### src/rtl/rtc_bus_arbiter_if.sv
// Signal bundle between the transaction sources, the RTC bus arbiter and the RTC protocol engine.
interface rtc_bus_arbiter_if #(
    parameter int N_REQ = 5
);
    logic [N_REQ-1:0]   req;
    logic [N_REQ-1:0]   wr;
    logic [8*N_REQ-1:0] addr;
    logic [8*N_REQ-1:0] wdata;
    logic [N_REQ-1:0]   lock;
    logic [N_REQ-1:0]   gnt;
    logic [N_REQ-1:0]   ack;
    logic [7:0]         rdata;
    logic               err;
    logic               busy;
    logic               proto_start;
    logic               proto_wr;
    logic [7:0]         proto_addr;
    logic [7:0]         proto_wdata;
    logic               proto_done;
    logic [7:0]         proto_rdata;

    // Arbiter side
    modport slave (
        input  req, wr, addr, wdata, lock, proto_done, proto_rdata,
        output gnt, ack, rdata, err, busy, proto_start, proto_wr, proto_addr, proto_wdata
    );

    // Requesters plus protocol engine side
    modport master (
        output req, wr, addr, wdata, lock, proto_done, proto_rdata,
        input  gnt, ack, rdata, err, busy, proto_start, proto_wr, proto_addr, proto_wdata
    );
endinterface

### src/rtl/rtc_bus_arbiter.sv
// Fixed-priority arbiter for the single RTC protocol engine, with a starvation guard on the
// lowest-priority source, transaction timeout, locked bursts and an enforced bus recovery gap.
module rtc_bus_arbiter #(
    parameter int N_REQ      = 5,
    parameter int GAP_CYC    = 4,
    parameter int TIMEOUT    = 255,
    parameter int STARVE_LIM = 8
) (
    input  logic             clk_i,
    input  logic             rst_ni,
    rtc_bus_arbiter_if.slave bus
);
    localparam int               IDX_W      = (N_REQ > 1) ? $clog2(N_REQ) : 1;
    localparam logic [IDX_W-1:0] LAST_IDX   = IDX_W'(N_REQ - 1);
    localparam logic [7:0]       TIMEOUT_V  = 8'(TIMEOUT);
    localparam logic [7:0]       GAP_LAST   = 8'(GAP_CYC - 1);
    localparam logic [7:0]       STARVE_MAX = 8'(STARVE_LIM);
    localparam logic [N_REQ-1:0] ONE_HOT0   = N_REQ'(1);

    typedef enum logic [2:0] {
        ST_IDLE,
        ST_ISSUE,
        ST_WAIT,
        ST_ACK,
        ST_GAP
    } state_t;

    state_t             state_q, state_d;
    logic [IDX_W-1:0]   idx_q, idx_d;
    logic [N_REQ-1:0]   gnt_q, gnt_d;
    logic [N_REQ-1:0]   ack_q, ack_d;
    logic               err_q, err_d;
    logic               busy_q, busy_d;
    logic               start_q, start_d;
    logic               pwr_q, pwr_d;
    logic [7:0]         paddr_q, paddr_d;
    logic [7:0]         pwdata_q, pwdata_d;
    logic [7:0]         rdata_q, rdata_d;
    logic [7:0]         timer_q, timer_d;
    logic [7:0]         gap_q, gap_d;
    logic               eflag_q, eflag_d;
    logic [7:0]         starve_q, starve_d;

    logic               grant_s;
    logic [IDX_W-1:0]   win_s;
    logic [IDX_W-1:0]   grant_idx_s;
    logic               sel_wr_s;
    logic [7:0]         sel_addr_s;
    logic [7:0]         sel_wdata_s;

    function automatic logic [IDX_W-1:0] lowest_set(input logic [N_REQ-1:0] r);
        lowest_set = '0;
        for (int i = N_REQ - 1; i >= 0; i--) begin
            if (r[i]) lowest_set = IDX_W'(i);
        end
    endfunction

    // Winner: lowest index, unless the last requester has waited through STARVE_LIM grants
    always_comb begin
        if ((starve_q == STARVE_MAX) && bus.req[LAST_IDX]) begin
            win_s = LAST_IDX;
        end else begin
            win_s = lowest_set(bus.req);
        end
    end

    // A locked relatch keeps the current owner; otherwise the arbitration winner is latched
    assign grant_idx_s = (state_q == ST_GAP) ? idx_q : win_s;

    // AND-OR mux of the grantee's direction, address and write data
    always_comb begin
        sel_wr_s    = 1'b0;
        sel_addr_s  = 8'h00;
        sel_wdata_s = 8'h00;
        for (int i = 0; i < N_REQ; i++) begin
            sel_wr_s    = sel_wr_s | ((grant_idx_s == IDX_W'(i)) & bus.wr[i]);
            sel_addr_s  = sel_addr_s | ({8{grant_idx_s == IDX_W'(i)}} & bus.addr[8*i +: 8]);
            sel_wdata_s = sel_wdata_s | ({8{grant_idx_s == IDX_W'(i)}} & bus.wdata[8*i +: 8]);
        end
    end

    // Next-state and next-output logic
    always_comb begin
        state_d = state_q;
        gnt_d   = gnt_q;
        rdata_d = rdata_q;
        timer_d = timer_q;
        gap_d   = gap_q;
        eflag_d = eflag_q;
        grant_s = 1'b0;
        case (state_q)
            ST_IDLE: begin
                if (|bus.req) begin
                    grant_s = 1'b1;
                    state_d = ST_ISSUE;
                end else begin
                    state_d = ST_IDLE;
                end
            end
            ST_ISSUE: begin
                timer_d = 8'd0;
                eflag_d = 1'b0;
                state_d = ST_WAIT;
            end
            ST_WAIT: begin
                // A completion in the timeout cycle wins over the timeout
                if (bus.proto_done) begin
                    rdata_d = pwr_q ? rdata_q : bus.proto_rdata;
                    state_d = ST_ACK;
                end else if (timer_q == TIMEOUT_V) begin
                    eflag_d = 1'b1;
                    state_d = ST_ACK;
                end else begin
                    timer_d = timer_q + 8'd1;
                end
            end
            ST_ACK: begin
                gnt_d   = '0;
                gap_d   = 8'd0;
                state_d = ST_GAP;
            end
            ST_GAP: begin
                if (gap_q == GAP_LAST) begin
                    if (bus.lock[idx_q] && bus.req[idx_q]) begin
                        grant_s = 1'b1;
                        state_d = ST_ISSUE;
                    end else begin
                        state_d = ST_IDLE;
                    end
                end else begin
                    gap_d = gap_q + 8'd1;
                end
            end
            default: begin
                state_d = ST_IDLE;
            end
        endcase

        idx_d    = grant_s ? grant_idx_s : idx_q;
        gnt_d    = grant_s ? (ONE_HOT0 << grant_idx_s) : gnt_d;
        pwr_d    = grant_s ? sel_wr_s : pwr_q;
        paddr_d  = grant_s ? sel_addr_s : paddr_q;
        pwdata_d = grant_s ? sel_wdata_s : pwdata_q;

        if (!bus.req[LAST_IDX]) begin
            starve_d = 8'd0;
        end else if (grant_s && (grant_idx_s == LAST_IDX)) begin
            starve_d = 8'd0;
        end else if (grant_s && (starve_q != STARVE_MAX)) begin
            starve_d = starve_q + 8'd1;
        end else begin
            starve_d = starve_q;
        end

        start_d = (state_d == ST_ISSUE);
        busy_d  = (state_d != ST_IDLE);
        ack_d   = (state_d == ST_ACK) ? gnt_q : '0;
        err_d   = (state_d == ST_ACK) && eflag_d;
    end

    // State and registered outputs
    always_ff @(posedge clk_i or negedge rst_ni) begin
        if (!rst_ni) begin
            state_q  <= ST_IDLE;
            idx_q    <= '0;
            gnt_q    <= '0;
            ack_q    <= '0;
            err_q    <= 1'b0;
            busy_q   <= 1'b0;
            start_q  <= 1'b0;
            pwr_q    <= 1'b0;
            paddr_q  <= 8'h00;
            pwdata_q <= 8'h00;
            rdata_q  <= 8'h00;
            timer_q  <= 8'd0;
            gap_q    <= 8'd0;
            eflag_q  <= 1'b0;
            starve_q <= 8'd0;
        end else begin
            state_q  <= state_d;
            idx_q    <= idx_d;
            gnt_q    <= gnt_d;
            ack_q    <= ack_d;
            err_q    <= err_d;
            busy_q   <= busy_d;
            start_q  <= start_d;
            pwr_q    <= pwr_d;
            paddr_q  <= paddr_d;
            pwdata_q <= pwdata_d;
            rdata_q  <= rdata_d;
            timer_q  <= timer_d;
            gap_q    <= gap_d;
            eflag_q  <= eflag_d;
            starve_q <= starve_d;
        end
    end

    assign bus.gnt         = gnt_q;
    assign bus.ack         = ack_q;
    assign bus.err         = err_q;
    assign bus.busy        = busy_q;
    assign bus.rdata       = rdata_q;
    assign bus.proto_start = start_q;
    assign bus.proto_wr    = pwr_q;
    assign bus.proto_addr  = paddr_q;
    assign bus.proto_wdata = pwdata_q;

endmodule

### src/flat_wrapper.sv
// flat-port wrapper written by rule: the top's interface ports become plain ports
module rtc_bus_arbiter_flat 
#(
    parameter int N_REQ      = 5,
    parameter int GAP_CYC    = 4,
    parameter int TIMEOUT    = 255,
    parameter int STARVE_LIM = 8
)
  (clk_i, rst_ni, bus_req, bus_wr, bus_addr, bus_wdata, bus_lock, bus_proto_done, bus_proto_rdata, bus_gnt, bus_ack, bus_rdata, bus_err, bus_busy, bus_proto_start, bus_proto_wr, bus_proto_addr, bus_proto_wdata);
  rtc_bus_arbiter_if #(.N_REQ(N_REQ)) bus_i ();
  input  logic clk_i;
  input  logic rst_ni;
  input wire logic [$bits(bus_i.req)-1:0] bus_req;
  input wire logic [$bits(bus_i.wr)-1:0] bus_wr;
  input wire logic [$bits(bus_i.addr)-1:0] bus_addr;
  input wire logic [$bits(bus_i.wdata)-1:0] bus_wdata;
  input wire logic [$bits(bus_i.lock)-1:0] bus_lock;
  input wire logic [$bits(bus_i.proto_done)-1:0] bus_proto_done;
  input wire logic [$bits(bus_i.proto_rdata)-1:0] bus_proto_rdata;
  output wire logic [$bits(bus_i.gnt)-1:0] bus_gnt;
  output wire logic [$bits(bus_i.ack)-1:0] bus_ack;
  output wire logic [$bits(bus_i.rdata)-1:0] bus_rdata;
  output wire logic [$bits(bus_i.err)-1:0] bus_err;
  output wire logic [$bits(bus_i.busy)-1:0] bus_busy;
  output wire logic [$bits(bus_i.proto_start)-1:0] bus_proto_start;
  output wire logic [$bits(bus_i.proto_wr)-1:0] bus_proto_wr;
  output wire logic [$bits(bus_i.proto_addr)-1:0] bus_proto_addr;
  output wire logic [$bits(bus_i.proto_wdata)-1:0] bus_proto_wdata;
  assign bus_i.req = bus_req;
  assign bus_i.wr = bus_wr;
  assign bus_i.addr = bus_addr;
  assign bus_i.wdata = bus_wdata;
  assign bus_i.lock = bus_lock;
  assign bus_i.proto_done = bus_proto_done;
  assign bus_i.proto_rdata = bus_proto_rdata;
  assign bus_gnt = bus_i.gnt;
  assign bus_ack = bus_i.ack;
  assign bus_rdata = bus_i.rdata;
  assign bus_err = bus_i.err;
  assign bus_busy = bus_i.busy;
  assign bus_proto_start = bus_i.proto_start;
  assign bus_proto_wr = bus_i.proto_wr;
  assign bus_proto_addr = bus_i.proto_addr;
  assign bus_proto_wdata = bus_i.proto_wdata;
  rtc_bus_arbiter #(.N_REQ(N_REQ), .GAP_CYC(GAP_CYC), .TIMEOUT(TIMEOUT), .STARVE_LIM(STARVE_LIM)) u_core (.clk_i(clk_i), .rst_ni(rst_ni), .bus(bus_i));
endmodule
### config.mk
export PLATFORM = sky130hd
export DESIGN_NAME = rtc_bus_arbiter_flat
export DESIGN_NICKNAME = d
export VERILOG_FILES = /design/src/rtl/rtc_bus_arbiter_if.sv /design/src/rtl/rtc_bus_arbiter.sv /design/src/flat_wrapper.sv
export SDC_FILE = /design/constraint.sdc
export NUM_CORES = 1
export LEC_CHECK = 0
export CAP_MARGIN = 30
export CORE_MARGIN = 2
export CORE_UTILIZATION = 40
export CTS_CLUSTER_DIAMETER = 40
export DETAILED_ROUTE_END_ITERATION = 8
export HOLD_SLACK_MARGIN = 0.1
export PLACE_DENSITY = 0.75
export SYNTH_ARGS = -nofsm -noshare
export SYNTH_HDL_FRONTEND = slang
export SYNTH_SLANG_ARGS = --single-unit
### constraint.sdc
create_clock -name clk_i -period 2.1 [get_ports clk_i]
set_input_delay 0.63 -clock clk_i [delete_from_list [all_inputs] [get_ports clk_i]]
set_output_delay 0.63 -clock clk_i [all_outputs]
set_load 0.01 [all_outputs]
# Word level (Yosys, flattened, before mapping)
# Cells that the tools add are included.
# classes
n_eq_ne	18
shift	1
muxes	35
addsub	3
magnitude_cmp	1
reduce_logical	15
bitwise	28
# op_table
cell	n
$and 8x8->8	10
$or 8x8->8	8
$mux 8	6
$pmux 8 s2	2
$mux 3	10
$add 8x1->8 const B	3
$eq 3x2->1 const B	5
$mux 5	3
$pmux 3 s5	1
$eq 3x1->1 const B	3
$mux 1	9
$eq 8x2->1 const B	1
$eq 8x4->1 const B	1
$eq 8x8->1 const B	1
$ne 8x4->1 const B	1
$bmux 1 s3	2
$eq 3x3->1 const B	2
$logic_not 3->1	2
$ne 2x2->1 const B	3
$reduce_and 3->1	2
$reduce_bool 2->1	3
$and 1x1->1	5
$logic_and 1x1->1	5
$reduce_or 5->1	1
8 further kinds	12
# word_totals
output_inout_bits	38
reg_bits	69
inputBits	106
elab_cells	116

# Longest topological paths before layout
# logic_depth
depth_word	13
ltp_mapped	9
ltp_nobuf	7

# Worst setup path after synthesis
# No wires, ideal clock.
# synth_timing
path_type	input-to-reg
start	input bus_req[1]
end	register u_core.pwdata_q[7] (netlist: u_core.bus.proto_wdata[7])
arrival_time_ps	2011
cell_stages	8
required_ps	1974
n_path_buf	1
setup_time_ps	126
path_slack_ps	-37
cell_sequence	nor4_1 a2111oi_0 a41oi_2 inv_2 nand2_4 buf_6 a21oi_1 a221o_1
# synth_between
elab_chain_len	10
elab_cells_between_ends	26
classes_between	4 x eq/ne; 10 x mux; 9 x bitwise; 3 x reduce/logical
# synth_rtl
element	line_no	source
start, declared	flat_wrapper.sv:13	input wire logic [$bits(bus_i.req)-1:0] bus_req;
$mux 3 (2 in series)	rtc_bus_arbiter.sv:54	if (r[i]) lowest_set = IDX_W'(i);
$mux 3	rtc_bus_arbiter.sv:60	if ((starve_q == STARVE_MAX) && bus.req[LAST_IDX]) begin
$mux 3	rtc_bus_arbiter.sv:68	assign grant_idx_s = (state_q == ST_GAP) ? idx_q : win_s;
$eq 3x1->1 or $logic_not 3->1 (tied branches)	rtc_bus_arbiter.sv:78	sel_wdata_s = sel_wdata_s | ({8{grant_idx_s == IDX_W'(i)}} & bus.wdata[8*i +: 8]);
$and 8x8->8	rtc_bus_arbiter.sv:78	
$or 8x8->8 (4 in series)	rtc_bus_arbiter.sv:78	
end signal, assigned	rtc_bus_arbiter.sv:189	pwdata_q <= pwdata_d;
end, declared	rtc_bus_arbiter.sv:37	logic [7:0] pwdata_q, pwdata_d;
# Several ways; a longest one is shown, not always the timed one. The select of a mux whose other input is x is not followed.
# A chain may end at the register's enable or synchronous reset.

# Worst setup path after layout
# layout_timing
start	register u_core.starve_q[4]
end	register u_core.pwdata_q[1] (netlist: u_core.bus.proto_wdata[1])
# layout_between
elab_chain_len	10
elab_cells_between_ends	18
classes_between	5 x eq/ne; 2 x mux; 9 x bitwise; 2 x reduce/logical
# layout_rtl
element	line_no	source
start, declared	rtc_bus_arbiter.sv:42	logic [7:0] starve_q, starve_d;
start signal, assigned	rtc_bus_arbiter.sv:194	starve_q <= starve_d;
$eq 8x4->1 *	rtc_bus_arbiter.sv:60	
$logic_and 1x1->1 *	rtc_bus_arbiter.sv:60	
$mux 3 *	rtc_bus_arbiter.sv:60	
$mux 3 *	rtc_bus_arbiter.sv:68	
$eq 3x1->1 or $logic_not 3->1 (tied branches)	rtc_bus_arbiter.sv:78	
$and 8x8->8	rtc_bus_arbiter.sv:78	
$or 8x8->8 (3 in series)	rtc_bus_arbiter.sv:78	
$or 8x8->8 *	rtc_bus_arbiter.sv:78	
# Mark *: on every way between the ends. The rest lies on a longest branch, timed or not.

==> run metrics <==
TritonCTS Sinks 69; total power just over 7 mW; Avg Synthesized Cell Area 9.67 um^2; GP Congestion 0.792; IO buf count 143; Non-Filler Instances 759; initial antenna violation count 0; Main synth FF type dfrtp_1; Ports around 140; Routed met3 length approximately 900 um; switching share of total power between 30% and 40%; Antenna Cells 0; Reg power frac 28.6%; Die Footprint 10800 um^2; CP Capture Type flip-flop; Die X-Extent ~100 um; setup repair after global routing missed its margin true; grt ovf 0; skew final between 15 and 20 ps; WHS around 280 ps; Bufs on Longest Clock Path 2; Max Cap Viol 0; failing checks negative setup slack; placed cell areas slightly below 6000 um^2; core area approximately 9700 um^2; Tightest Pin Transition 378 ps; final WL 12700 um; Starting Density approximately two fifths; Netlist cell types 59; Hold Vio Cnt, Final 0; YS warnings 0; first-pass GRT wire length just under 20000 um; largest cells by area after synthesis dfrtp_1 (43%), mux2_2 (5.4%), nand3_1 (4.0%); dpl cells 718; slowest CP cell dfrtp_2; DP HPWL ~8600 um; latest clock arrival within the worst-skew pair about 360 ps; Pint 4.45 mW; CP Cell Sequence nor4_4 > nand4_1 > buf_4 > a31oi_4 > buf_12 > mux2i_1 > nand2_1 > a221o_1; CP delay by family, top simple AND/OR/NAND/NOR gates; fin crit share 102%; H-tree lvl count 3; GRT Overall Usage about 23%; setup TNS -277 ps; Via-to-Cell Ratio 5.41; Final Cell Area 6650 um^2; Pwr Density around 1100 nW/um^2; Worst VDD drop about 0.51 mV; first-pass iteration count of the detailed router 7; DRT iter0 DRCs roughly 230; Post-route DRC 0; count leader, synth dfrtp_1; Setup CP Type reg -> reg; total number of vias slightly above 4000; FP Rows 36; share of layout cells above drive strength 1 roughly 28%; async set-reset flop share out of synthesis 100%; largest net degree at the start of global routing 70; CP Max Fanout 9; Crit path largest cell delay 450 ps; post-place setup slack -796 ps; status finished, violations left; EDFF count, synth 0; vias in the first global route between 4000 and 5000; leakage 2.89 nW; Post-Syn Nets 521; Seq cells post-synth just under 70; Max-slew headroom 74.7%; M1 WL around 5200 um; Met2 Wirelength ~6300 um; Buf/Inv on CP 2; die height ~100 um; Routed wire per std cell around 17 um; Final Util between 60% and 70%; Min-Delay Path Class in -> async; cell taking the most area after synthesis dfrtp_1; clock power share between 15 and 20%; Gate Count Post-Synth 411; Critical Path RT approximately 2400 ps; fin crit period 2140 ps; Final Max Tran Viols 0; CP arrival 2390 ps; # nets final roughly 730; CTS Buf Count 9; CTS tree yes; Synth Cell Area 3980 um^2; top routing layer in use met4; worst setup margin -39.4 ps; most common library cells after synthesis dfrtp_1 (69), nand2_1 (36), nand3_1 (32), a21oi_1 (28), nor2_1 (27); Critical Path Source Type flip-flop; fmax approximately 470 MHz; Comb pwr share a little under three fifths; Synth top area share a little over two fifths; Seq/Total Area, Yosys 43.4%; area grow syn2layout 67.3%; final setup fails 12; clk root buf clkbuf_8; Sw Pwr between 2 and 3 mW; Post-DRT Antenna Nets 0; Clk pin slew, worst setup/hold paths roughly 90 ps
-- area by class of cell --
cell class              instances  area (um^2)
fillers                       741         3080
multi-input cells             312         2320
repair buffers                222         2200
flip-flops and latches         69         1730
well taps                     133          166
clock buffers                   9          124
clock inverters                 7         80.1
inverters                       7         26.3
-- flip-flops by register name, summed over array words and instances (netlist names) --
name and flops:
u_core.bus.ack 5, u_core.bus.busy 1, u_core.bus.err 1, u_core.bus.gnt 5, u_core.bus.proto_addr 8, u_core.bus.proto_start 1
u_core.bus.proto_wdata 8, u_core.bus.proto_wr 1, u_core.bus.rdata 8, u_core.eflag_q 1, u_core.gap_q 8, u_core.idx_q 3
u_core.starve_q 8, u_core.state_q 3, u_core.timer_q 8
-- layer usage --
layer / GRT usage, % / up-vias
met5: 0 / -
met1: 28.2 / 1966
met4: 6.47 / 0
li1: - / 1928
met3: 5.79 / 31
met2: 38.6 / 181
-- cells in the final DEF, fill, tap and decap left out, drive strengths merged, types with 5 or more instances in the layout --
| cell | synthesis | routed |
|---|---|---|
| a22oi | 11 | 11 |
| nand4 | 5 | 5 |
| nand2b | 6 | 6 |
| buf | 19 | 81 |
| nor2 | 29 | 29 |
| mux2 | 19 | 19 |
| inv | 7 | 10 |
| nand3 | 32 | 32 |
| nand2 | 38 | 38 |
| dfrtp | 69 | 69 |
| nand3b | 5 | 5 |
| nor3b | 11 | 11 |
| o21ai | 23 | 23 |
| a21oi | 28 | 28 |
| mux2i | 13 | 13 |
| a211o | 8 | 8 |
| clkbuf | 4 | 13 |
| a31oi | 7 | 7 |
| clkdlybuf4s50 | 0 | 132 |
| and3 | 15 | 15 |
| xor2 | 9 | 9 |
| and2 | 8 | 8 |
-- kinds of logic (layout without fill, tap and decap cells) --
logic type,Yosys count,in the layout,synth area share [%]
AND/OR/NAND/NOR,167,167,23.0
AO/OA/AOI/OAI,97,97,16.6
flip-flops,69,69,43.4
multiplexers,32,32,8.65
buffers and inverters,30,245,4.37
XOR/XNOR,12,12,2.64
adder cells (fa/ha/maj),4,4,1.26
-- repair_timing --
item / CTS / global route
buffers inserted: 16 / 11
cloned: 1 / 1
resized for setup: 36 / 49
hold buffers: 0 / 0
hold endpoints to repair: 0 / 0
endpoints found under the setup margin: 35 / 31
pin swaps: 17 / 20
-- final timing paths --
check                                   startpoint                         to  slack (ps)  cells after the start
worst min-delay path                        rst_ni            u_core.gap_q[7]         280                      2
worst max-delay path            u_core.starve_q[4]  u_core.bus.proto_wdata[1]         -40                      8
max in group asynchronous                   rst_ni            u_core.idx_q[0]        1500                      2
worst min register to register      u_core.eflag_q             u_core.eflag_q         490                      2
worst max register to register  u_core.starve_q[4]  u_core.bus.proto_wdata[1]         -40                      8
min in group clk_i                  u_core.eflag_q             u_core.eflag_q         490                      2
-- worst register-to-register path, delay by kind of cell, from the launching register on --
kind | cells | cell delay (ps)
simple gates | 3 | 520
compound gates | 2 | 500
flops | 1 | 450
buf+inv | 2 | 360
mux | 1 | 220
-- power groups by stage --
stage	clock [mW]	sequential, mW	combinational, mW
6_report	1.13	2.04	3.96
5_1_grt	1.19	2.09	4.24
4_1_cts	1.14	2.01	3.61
3_5_place_dp	0	2.03	3.25
3_3_place_gp	0	2.01	3.19
2_1_floorplan	0	2.12	1.56
Note: power is estimated with default switching activity, not from simulation.
